### src/rtl/fp_mul_seq_ctrl.sv
// Sequencer for the 32-bit FP multiplier datapath: orders the register enables and the
// mantissa-multiplier start. Optional MUL_WAIT timeout abort is built with FPMC_TIMEOUT_EN.
module fp_mul_seq_ctrl #(
    parameter int TIMEOUT_CYCLES = 64,
    parameter int TO_W           = 7
) (
    input  logic clk,
    input  logic reset,
    input  logic start,
    input  logic ack,
    input  logic mul_done,
    input  logic is_zero,
    output logic reg_1_e,
    output logic reg_2_e,
    output logic rwe_a,
    output logic rwe_b,
    output logic mul_enable,
    output logic busy,
    output logic done,
    output logic zero_res,
    output logic err
);

    typedef enum logic [2:0] {
        S_IDLE,
        S_LOAD,
        S_EXP,
        S_CHK,
        S_BIAS,
        S_MUL_WAIT,
        S_DONE
    } state_e;

    state_e state_q, state_d;
    logic   zero_res_q, zero_res_d;
    logic   err_q, err_d;
    logic   first_q, first_d;
    logic   timeout;

`ifdef FPMC_TIMEOUT_EN
    logic [TO_W-1:0] to_cnt_q, to_cnt_d;

    always_comb begin
        to_cnt_d = to_cnt_q;
        if (state_q == S_BIAS) begin
            to_cnt_d = '0;
        end else if (state_q == S_MUL_WAIT) begin
            to_cnt_d = to_cnt_q + 1'b1;
        end
    end

    always_ff @(posedge clk or negedge reset) begin
        if (!reset) begin
            to_cnt_q <= '0;
        end else begin
            to_cnt_q <= to_cnt_d;
        end
    end

    // to_cnt_d is the number of MUL_WAIT cycles including the current one.
    assign timeout = (state_q == S_MUL_WAIT) && (to_cnt_d == TO_W'(TIMEOUT_CYCLES));
`else
    logic unused_cfg;
    assign unused_cfg = ^{TIMEOUT_CYCLES, TO_W};
    assign timeout    = 1'b0;
`endif

    // The multiplier's done flag may still be high from the previous operation.
    assign first_d = (state_q == S_BIAS);

    always_comb begin
        // NOTE: every signal gets a default before the case so no path infers a latch.
        state_d    = state_q;
        zero_res_d = zero_res_q;
        err_d      = err_q;
        unique case (state_q)
            S_IDLE: begin
                if (start) begin
                    state_d    = S_LOAD;
                    zero_res_d = 1'b0;
                    err_d      = 1'b0;
                end
            end
            S_LOAD: state_d = S_EXP;
            S_EXP:  state_d = S_CHK;
            S_CHK: begin
                if (is_zero) begin
                    state_d    = S_DONE;
                    zero_res_d = 1'b1;
                end else begin
                    state_d = S_BIAS;
                end
            end
            S_BIAS: state_d = S_MUL_WAIT;
            S_MUL_WAIT: begin
                if (mul_done && !first_q) begin
                    state_d = S_DONE;
                end else if (timeout) begin
                    state_d = S_DONE;
                    err_d   = 1'b1;
                end
            end
            S_DONE: begin
                if (ack) begin
                    state_d = S_IDLE;
                end
            end
            default: state_d = S_IDLE;
        endcase
    end

    always_ff @(posedge clk or negedge reset) begin
        // NOTE: non-blocking assignments keep every register sampling pre-edge values.
        if (!reset) begin
            state_q    <= S_IDLE;
            zero_res_q <= 1'b0;
            err_q      <= 1'b0;
            first_q    <= 1'b0;
        end else begin
            state_q    <= state_d;
            zero_res_q <= zero_res_d;
            err_q      <= err_d;
            first_q    <= first_d;
        end
    end

    assign reg_1_e    = (state_q == S_LOAD);
    assign reg_2_e    = (state_q == S_LOAD);
    assign rwe_a      = (state_q == S_EXP);
    assign rwe_b      = (state_q == S_BIAS);
    assign mul_enable = (state_q == S_MUL_WAIT);
    assign busy       = (state_q != S_IDLE);
    assign done       = (state_q == S_DONE);
    assign zero_res   = zero_res_q;
    assign err        = err_q;

endmodule

### config.mk
export PLATFORM = sky130hd
export DESIGN_NAME = fp_mul_seq_ctrl
export DESIGN_NICKNAME = d
export VERILOG_FILES = /design/src/rtl/fp_mul_seq_ctrl.sv
export SDC_FILE = /design/constraint.sdc
export NUM_CORES = 1
export LEC_CHECK = 0
export CAP_MARGIN = 40
export CORE_AREA = 2 2 39 41
export CTS_BUF_LIST = sky130_fd_sc_hd__clkbuf_2
export DETAILED_ROUTE_END_ITERATION = 8
export DIE_AREA = 0 0 41 43
export PLACE_DENSITY = 0.5
export SLEW_MARGIN = 10
export SYNTH_ARGS = -nofsm -noshare
export SYNTH_HDL_FRONTEND = slang
export SYNTH_SLANG_ARGS = --single-unit
### constraint.sdc
create_clock -name clk -period 1.57 [get_ports clk]
set_clock_uncertainty 0.2 [all_clocks]
set_input_delay 0.157 -clock clk [delete_from_list [all_inputs] [get_ports clk]]
set_output_delay 0.157 -clock clk [all_outputs]
set_load 0.01 [all_outputs]
==> impl_metrics.sql, run 1 <==
INSERT INTO impl_metrics (metric_group, metric, value, unit) VALUES
('floorplan', 'die_y', '43', 'µm'),
('setup_path', 'critical_path.reg2reg.endpoint', 'zero_res', ''),
('detailed_routing', 'drt-total-wl', '926', 'µm'),
('cells_and_area', 'share_of_layout_cells_above_drive_strength_1', '0.526', ''),
('floorplan', 'die_boundary_width', '41', 'µm'),
('hold_path', 'hold_end', 'zero_res', ''),
('clocking', 'tritoncts.num_buffers', '3', ''),
('setup_path', 'worst_ep_arrival_time', '1.20', 'ns'),
('setup_path', 'critical_path.reg2reg.startpoint', 'state_q[1]', ''),
('floorplan', 'design.core.area', '1380', 'µm²'),
('logic_synthesis', 'synth.top_cells.by_count', 'dfrtp_1 (5), buf_4 (4), nand2_1 (3), nor3b_1 (3)', ''),
('hold_path', 'hold_wc_path_type', 'register to register', ''),
('floorplan', 'io_pins', '15', ''),
('timing', 'setup-tns-final', '0', 'ns'),
('timing', 'maxClockFrequency', '0.644', 'GHz'),
('cells_and_area', 'antenna_cells_inserted', '0', ''),
('grt', 'grt_use_total', '0.130', ''),
('detailed_routing', 'drt.antenna.violating_nets', '0', ''),
('cells_and_area', 'synthesis_to_finish_area_growth', '70.3', '%'),
('hold_path', 'min_delay_path_depth', '2', ''),
('pwr', 'vdd_ir_drop_max', '691', 'µV'),
('clocking', 'ctsHtreeMaxLevel', '1', ''),
('setup_path', 'critPathCaptureType', 'primary output', ''),
('clocking', 'clock_insertion_delay_worst_skew', '0.23', 'ns'),
('timing', 'finalWorstPathRequiredPeriod', '1.55', 'ns'),
('floorplan', 'dieArea', '1760', 'µm²'),
('timing', 'grt_setup_unrepaired', 'yes', ''),
('logic_synthesis', 'synth-seq-cells', '5', ''),
('clocking', 'clock-root-buffer', 'clkbuf_2', ''),
('timing', 'report.final.setup_viol', '0', ''),
('clocking', 'cts-root-to-sink-buffers', '2', ''),
('clocking', 'clock_sinks', '5', ''),
('setup_path', 'path_max_fanout', '5', ''),
('clocking', 'path_clk_slew', '0.06', 'ns'),
('logic_synthesis', 'synth_most_common_cell', 'dfrtp_1', ''),
('timing', 'finalHoldViolCount', '0', ''),
('floorplan', 'row_count', '14', ''),
('logic_synthesis', 'synth.avg_cell_area', '9.71', 'µm²'),
('placement', 'routabilityCongestion', '0.714', ''),
('setup_path', 'worstSetupStartpointType', 'register', ''),
('logic_synthesis', 'synth_edf_count', '0', ''),
('setup_path', 'timing_worst_setup_path_type', 'register to primary output', ''),
('clocking', 'cts_tree', 'built', ''),
('logic_synthesis', 'synthesis.area', '320', 'µm²'),
('logic_synthesis', 'synth_cell_types', '20', ''),
('logic_synthesis', 'synth_nets', '39', ''),
('logic_synthesis', 'ys_warn_count', '0', ''),
('grt', 'grt_first_pass_wirelength', '1.46', 'mm'),
('setup_path', 'register_to_register_path_depth', '4', ''),
('logic_synthesis', 'number_of_instances_in_the_synthesized_netlist', '33', ''),
('cells_and_area', 'layout.filler_cells', '144', ''),
('logic_synthesis', 'ys_top_cells_by_area', 'dfrtp_1 (39%), buf_4 (9.4%), nor3b_1 (7.0%)', ''),
('detailed_routing', 'drc', '0', ''),
('detailed_routing', 'drt-vias-per-instance', '4.45', ''),
('job', 'max-cap-violations', '0', ''),
('logic_synthesis', 'dominantRegCellSynth', 'dfrtp_1', ''),
('floorplan', 'effective_utilization_at_floorplan', '0.231', ''),
('status', 'status', 'finished, final reports clean', ''),
('logic_synthesis', 'synth.top_cell.area_share', '0.391', ''),
('logic_synthesis', 'synth_area_leader_cell', 'dfrtp_1', ''),
('pwr', 'post-layout-total-power', '0.00112', 'W'),
('detailed_routing', 'route.detailed.wl_per_inst', '12.7', 'µm'),
('timing', 'final_max_slew_viol_count', '0', ''),
('detailed_routing', 'first_pass_iters', '4', ''),
('pwr', 'cellLeakagePower', '0.268', 'nW'),
('detailed_routing', 'initialDrtViolationCount', '5', ''),
('setup_path', 'crit_required', '1.21', 'ns'),
('hold_path', 'timing.hold.worst.start', 'zero_res', ''),
('grt', 'number_of_global_route_vias_before_repair', '325', ''),
('pwr', 'power.density_cell_area', '2050', 'nW/µm²'),
('cells_and_area', 'finalNetCount', '64', ''),
('grt', 'antenna_found_initial', '0', ''),
('detailed_routing', 'dr_total_vias', '325', ''),
('logic_synthesis', 'synth.yosys.seq_area_share', '0.391', ''),
('placement', 'port-buffer-count', '13', ''),
('setup_path', 'reg2reg_setup_slack', '0.09', 'ns'),
('grt', 'gr-total-overflow', '0', ''),
('logic_synthesis', 'synth-async-reset-ratio', '1.00', ''),
('timing', 'final_min_period_over_clock_period', '0.989', ''),
('grt', 'largest_net_degree_at_the_start_of_global_routing', '10', '');
kinds of logic after synthesis:
group | after synthesis | share of synthesized area
other | 1 | 0.0117
buffers and inverters | 7 | 0.152
flip-flops | 5 | 0.391
AO/OA/AOI/OAI | 7 | 0.195
AND/OR/NAND/NOR | 13 | 0.250
where the power goes:
group	total, W	internal (W)	switching [W]
Combinational	0.000719	0.000412	0.000307
Clock	0.000124	0.0000674	0.0000568
Sequential	0.000273	0.000198	0.0000752
Total	0.00112	0.000677	0.000439
worst max path at each step:
stage          startpoint          to
2_1_floorplan  state_q[1]     reg_2_e
3_3_place_gp   state_q[2]       rwe_b
3_5_place_dp   state_q[2]       rwe_b
4_1_cts        state_q[1]     reg_2_e
5_1_grt        state_q[0]  mul_enable
6_report       state_q[0]  mul_enable
repair_timing:
action                                 CTS  global route
pin swaps                                0             3
gates resized for setup                 22            13
endpoints found under the hold margin    5             0
buffers inserted                         5             1
hold buffers                             1             0
setup endpoints to repair                7             8
per-stage QoR:
step / hold slack [ns] / worst slack, ns / utilization / std cells / area, µm²
after floorplan: -0.339 / 0.0738 / - / 33 / 320
after global routing: 0.361 / -0.0575 / 0.394 / 73 / 546
after CTS: 0.368 / -0.0684 / 0.390 / 72 / 539
final: 0.357 / 0.0171 / 0.394 / 73 / 546
after global placement: 0.202 / -0.150 / 0.337 / 62 / 467
after detailed placement: 0.189 / -0.127 / 0.337 / 62 / 467
per-layer routing:
metal	routed length [µm]	part of all wire	track usage	up-vias
li1	-	-	-	161
met1	344	0.37	0.140	150
met2	488	0.53	0.194	12
met3	84	0.091	0.0942	2
met4	8	0.0086	0.0400	0
met5	0	0	0	-
worst max-delay path, cell delays in order, from the launching register on:
cell	delay, ns
dfrtp_2	0.44
buf_6	0.14
nor2b_4	0.12
and2_1	0.14
buf_2	0.13
cells in the final DEF, fill, tap and decap left out:
cell	count
a221oi_2	1
a22o_1	1
a22oi_1	1
and2_1	1
and3b_1	1
buf_2	5
buf_4	9
buf_6	1
clkbuf_2	6
clkdlybuf4s15_1	1
clkdlybuf4s50_1	6
conb_1	1
dfrtp_1	2
dfrtp_2	3
dlygate4sd3_1	1
inv_1	2
nand2_1	3
nand2b_1	1
nand3b_1	1
nor2b_4	1
nor3_1	1
nor3b_2	2
nor3b_4	1
o21ai_0	2
o21ai_1	1
o41ai_2	1
or3_1	1
flip-flops by register name, summed over array words and instances (netlist names):
register  cells
state_q       3
zero_res      1
first_q       1
final cells by class:
class / count / area, µm² / share of cell area
inverter: 2 / 7.51 / 0.0138
timing repair buffer: 25 / 194 / 0.356
multi-input combinational: 21 / 175 / 0.321
tap: 16 / 20.0 / 0.0367
clock buffer: 4 / 20.0 / 0.0367
sequential: 5 / 129 / 0.236
No activity file was read; power rests on OpenSTA's default activity.
==> run 2, diff against run 1 <==
--- a/config.mk
+++ b/config.mk
@@ -5,6 +5,7 @@
 export SDC_FILE = /design/constraint.sdc
 export NUM_CORES = 1
 export LEC_CHECK = 0
+export ABC_CLOCK_PERIOD_IN_PS = 1570
 export CAP_MARGIN = 40
 export CORE_AREA = 2 2 39 41
 export CTS_BUF_LIST = sky130_fd_sc_hd__clkbuf_2
@@ -15,3 +16,4 @@
 export SYNTH_ARGS = -nofsm -noshare
 export SYNTH_HDL_FRONTEND = slang
 export SYNTH_SLANG_ARGS = --single-unit
+export TNS_END_PERCENT = 20
==> run 2 against run 1 <==
  * Sequential power grew 5%
  * Worst hold slack lost 0.013 ns
  * Sequential share of layout area grew 2.1 points
  * Die area is the same
  * Total power shrank 12%
  * Flip-flop and latch count is the same
  * Combinational power shrank 20%
  * Setup slack gained 0.0015 ns
  * First-iteration DRC count is the same
  * Critical path depth shrank 1
  * Critical path type unchanged
  * Largest cell class unchanged
==> impl_metrics.sql, run 2 (same netlist as run 1, synthesis figures left out) <==
INSERT INTO impl_metrics (metric_group, metric, value, unit) VALUES
('status', 'status', 'finished, final reports clean', ''),
('clocking', 'cts-root-to-sink-buffers', '2', ''),
('timing', 'finalHoldViolCount', '0', ''),
('floorplan', 'die_boundary_width', '41', 'µm'),
('timing', 'maxClockFrequency', '0.645', 'GHz'),
('cells_and_area', 'layout_common_cells', 'clkbuf_2 (8), buf_4 (7), clkdlybuf4s50_1 (6), nand2_1 (3), dfrtp_2 (3)', ''),
('grt', 'grt_use_total', '0.120', ''),
('cells_and_area', 'postLayoutCoreUtil', '0.363', ''),
('clocking', 'clock-root-buffer', 'clkbuf_2', ''),
('grt', 'largest_net_degree_at_the_start_of_global_routing', '10', ''),
('detailed_routing', 'drt-vias-per-instance', '4.46', ''),
('hold_path', 'min_delay_path_depth', '1', ''),
('cells_and_area', 'most_frequent_standard_cell_in_the_layout_excluding_fill_and_tap_cells', 'clkbuf_2', ''),
('floorplan', 'die_y', '43', 'µm'),
('pwr', 'power.density_cell_area', '1960', 'nW/µm²'),
('detailed_routing', 'drt-total-wl', '807', 'µm'),
('detailed_routing', 'first_pass_iters', '4', ''),
('setup_path', 'critPathCaptureType', 'primary output', ''),
('floorplan', 'io_pins', '15', ''),
('setup_path', 'register_to_register_path_depth', '4', ''),
('setup_path', 'crit_required', '1.21', 'ns'),
('clocking', 'ctsHtreeMaxLevel', '1', ''),
('timing', 'finalWorstPathRequiredPeriod', '1.55', 'ns'),
('setup_path', 'worst_ep_arrival_time', '1.19', 'ns'),
('clocking', 'tritoncts.num_buffers', '3', ''),
('setup_path', 'timing_worst_setup_path_type', 'register to primary output', ''),
('clocking', 'clock_insertion_delay_worst_skew', '0.23', 'ns'),
('grt', 'number_of_global_route_vias_before_repair', '301', ''),
('cells_and_area', 'antenna_cells_inserted', '0', ''),
('setup_path', 'worstSetupStartpointType', 'register', ''),
('job', 'max-cap-violations', '0', ''),
('floorplan', 'row_count', '14', ''),
('setup_path', 'path_max_fanout', '7', ''),
('cells_and_area', 'synthesis_to_finish_area_growth', '56.6', '%'),
('grt', 'gr-total-overflow', '0', ''),
('timing', 'final_max_slew_viol_count', '0', ''),
('timing', 'final_critical_path_setup_slack', '0.0186', 'ns'),
('grt', 'antenna_found_initial', '0', ''),
('timing', 'hold-worst-slack', '0.344', 'ns'),
('floorplan', 'effective_utilization_at_floorplan', '0.231', ''),
('pwr', 'cellLeakagePower', '0.235', 'nW'),
('detailed_routing', 'route.detailed.wl_per_inst', '11.7', 'µm'),
('timing', 'grt_setup_unrepaired', 'yes', ''),
('clocking', 'clock_sinks', '5', ''),
('clocking', 'cts_tree', 'built', ''),
('placement', 'pre_cts_ws', '-0.127', 'ns'),
('hold_path', 'hold_wc_path_type', 'register to register', ''),
('detailed_routing', 'dr_total_vias', '308', ''),
('cells_and_area', 'share_of_layout_cells_above_drive_strength_1', '0.453', ''),
('pwr', 'vdd_ir_drop_max', '646', 'µV'),
('grt', 'grt_first_pass_wirelength', '1.32', 'mm'),
('floorplan', 'design.core.area', '1380', 'µm²'),
('detailed_routing', 'drt.antenna.violating_nets', '0', ''),
('detailed_routing', 'drc', '0', ''),
('timing', 'final_min_period_over_clock_period', '0.988', ''),
('cells_and_area', 'largest-register', 'state_q', ''),
('cells_and_area', 'largest_register_ff_count', '3', ''),
('timing', 'report.final.setup_viol', '0', ''),
('clocking', 'path_clk_slew', '0.07', 'ns'),
('cells_and_area', 'finalNetCount', '60', ''),
('floorplan', 'dieArea', '1760', 'µm²'),
('detailed_routing', 'initialDrtViolationCount', '5', ''),
('placement', 'port-buffer-count', '13', ''),
('placement', 'routabilityCongestion', '0.714', '');
==> run 2: area by class of cell <==
cell class,instances,area [µm²]
clock buffers,4,20.0
fillers,147,882
inverters,2,7.51
multi-input cells,21,156
flip-flops and latches,5,129
well taps,16,20.0
repair buffers,21,169
==> run 2: per-stage QoR <==
| step | total power [W] | std cells | area, µm² | setup TNS (ns) |
|---|---|---|---|---|
| floorplan | 0.000607 | 33 | 320 | 0 |
| global placement | 0.000845 | 62 | 467 | -0.444 |
| detailed placement | 0.000857 | 62 | 467 | -0.490 |
| CTS | 0.00100 | 69 | 515 | -0.0555 |
| global route | 0.00108 | 69 | 502 | -0.189 |
| finish | 0.000983 | 69 | 502 | 0 |
==> run 2: critical path, stage by stage, from the launching register on <==
cell	delay [ns]
dfrtp_2	0.45
nor2b_1	0.15
and2_1	0.15
clkdlybuf4s15_2	0.22
==> run 2: final timing paths <==
| path | start | to | slack, ns |
|---|---|---|---|
| max | state_q[0] | mul_enable | 0.02 |
| min in group asynchronous | reset | state_q[1] | 0.49 |
| min reg2reg | state_q[0] | first_q | 0.34 |
| min | state_q[0] | first_q | 0.34 |
| max in group asynchronous | reset | state_q[2] | 0.46 |
| max reg2reg | state_q[1] | zero_res | 0.07 |
==> run 2: layer usage <==
metal  vias to the layer above  wire, µm  global-route usage
met1                       146       337               0.130
met2                        10       403               0.172
met4                         0         0              0.0400
met3                         0        67              0.0942
met5                         -         0                   0
li1                        152         -                   -
==> run 2: repair_timing <==
action,in CTS,in global routing
hold buffers,1,0
hold endpoints to repair,5,0
setup buffers,2,0
setup endpoints to repair,7,7
resized for setup,17,9
==> run 2: report_power, final <==
group / leakage [nW] / switching (W) / internal (W)
clock: 0.0166 / 0.0000576 / 0.0000675
combinational: 0.160 / 0.000244 / 0.000327
sequential: 0.0589 / 0.0000880 / 0.000198
total: 0.235 / 0.000390 / 0.000593
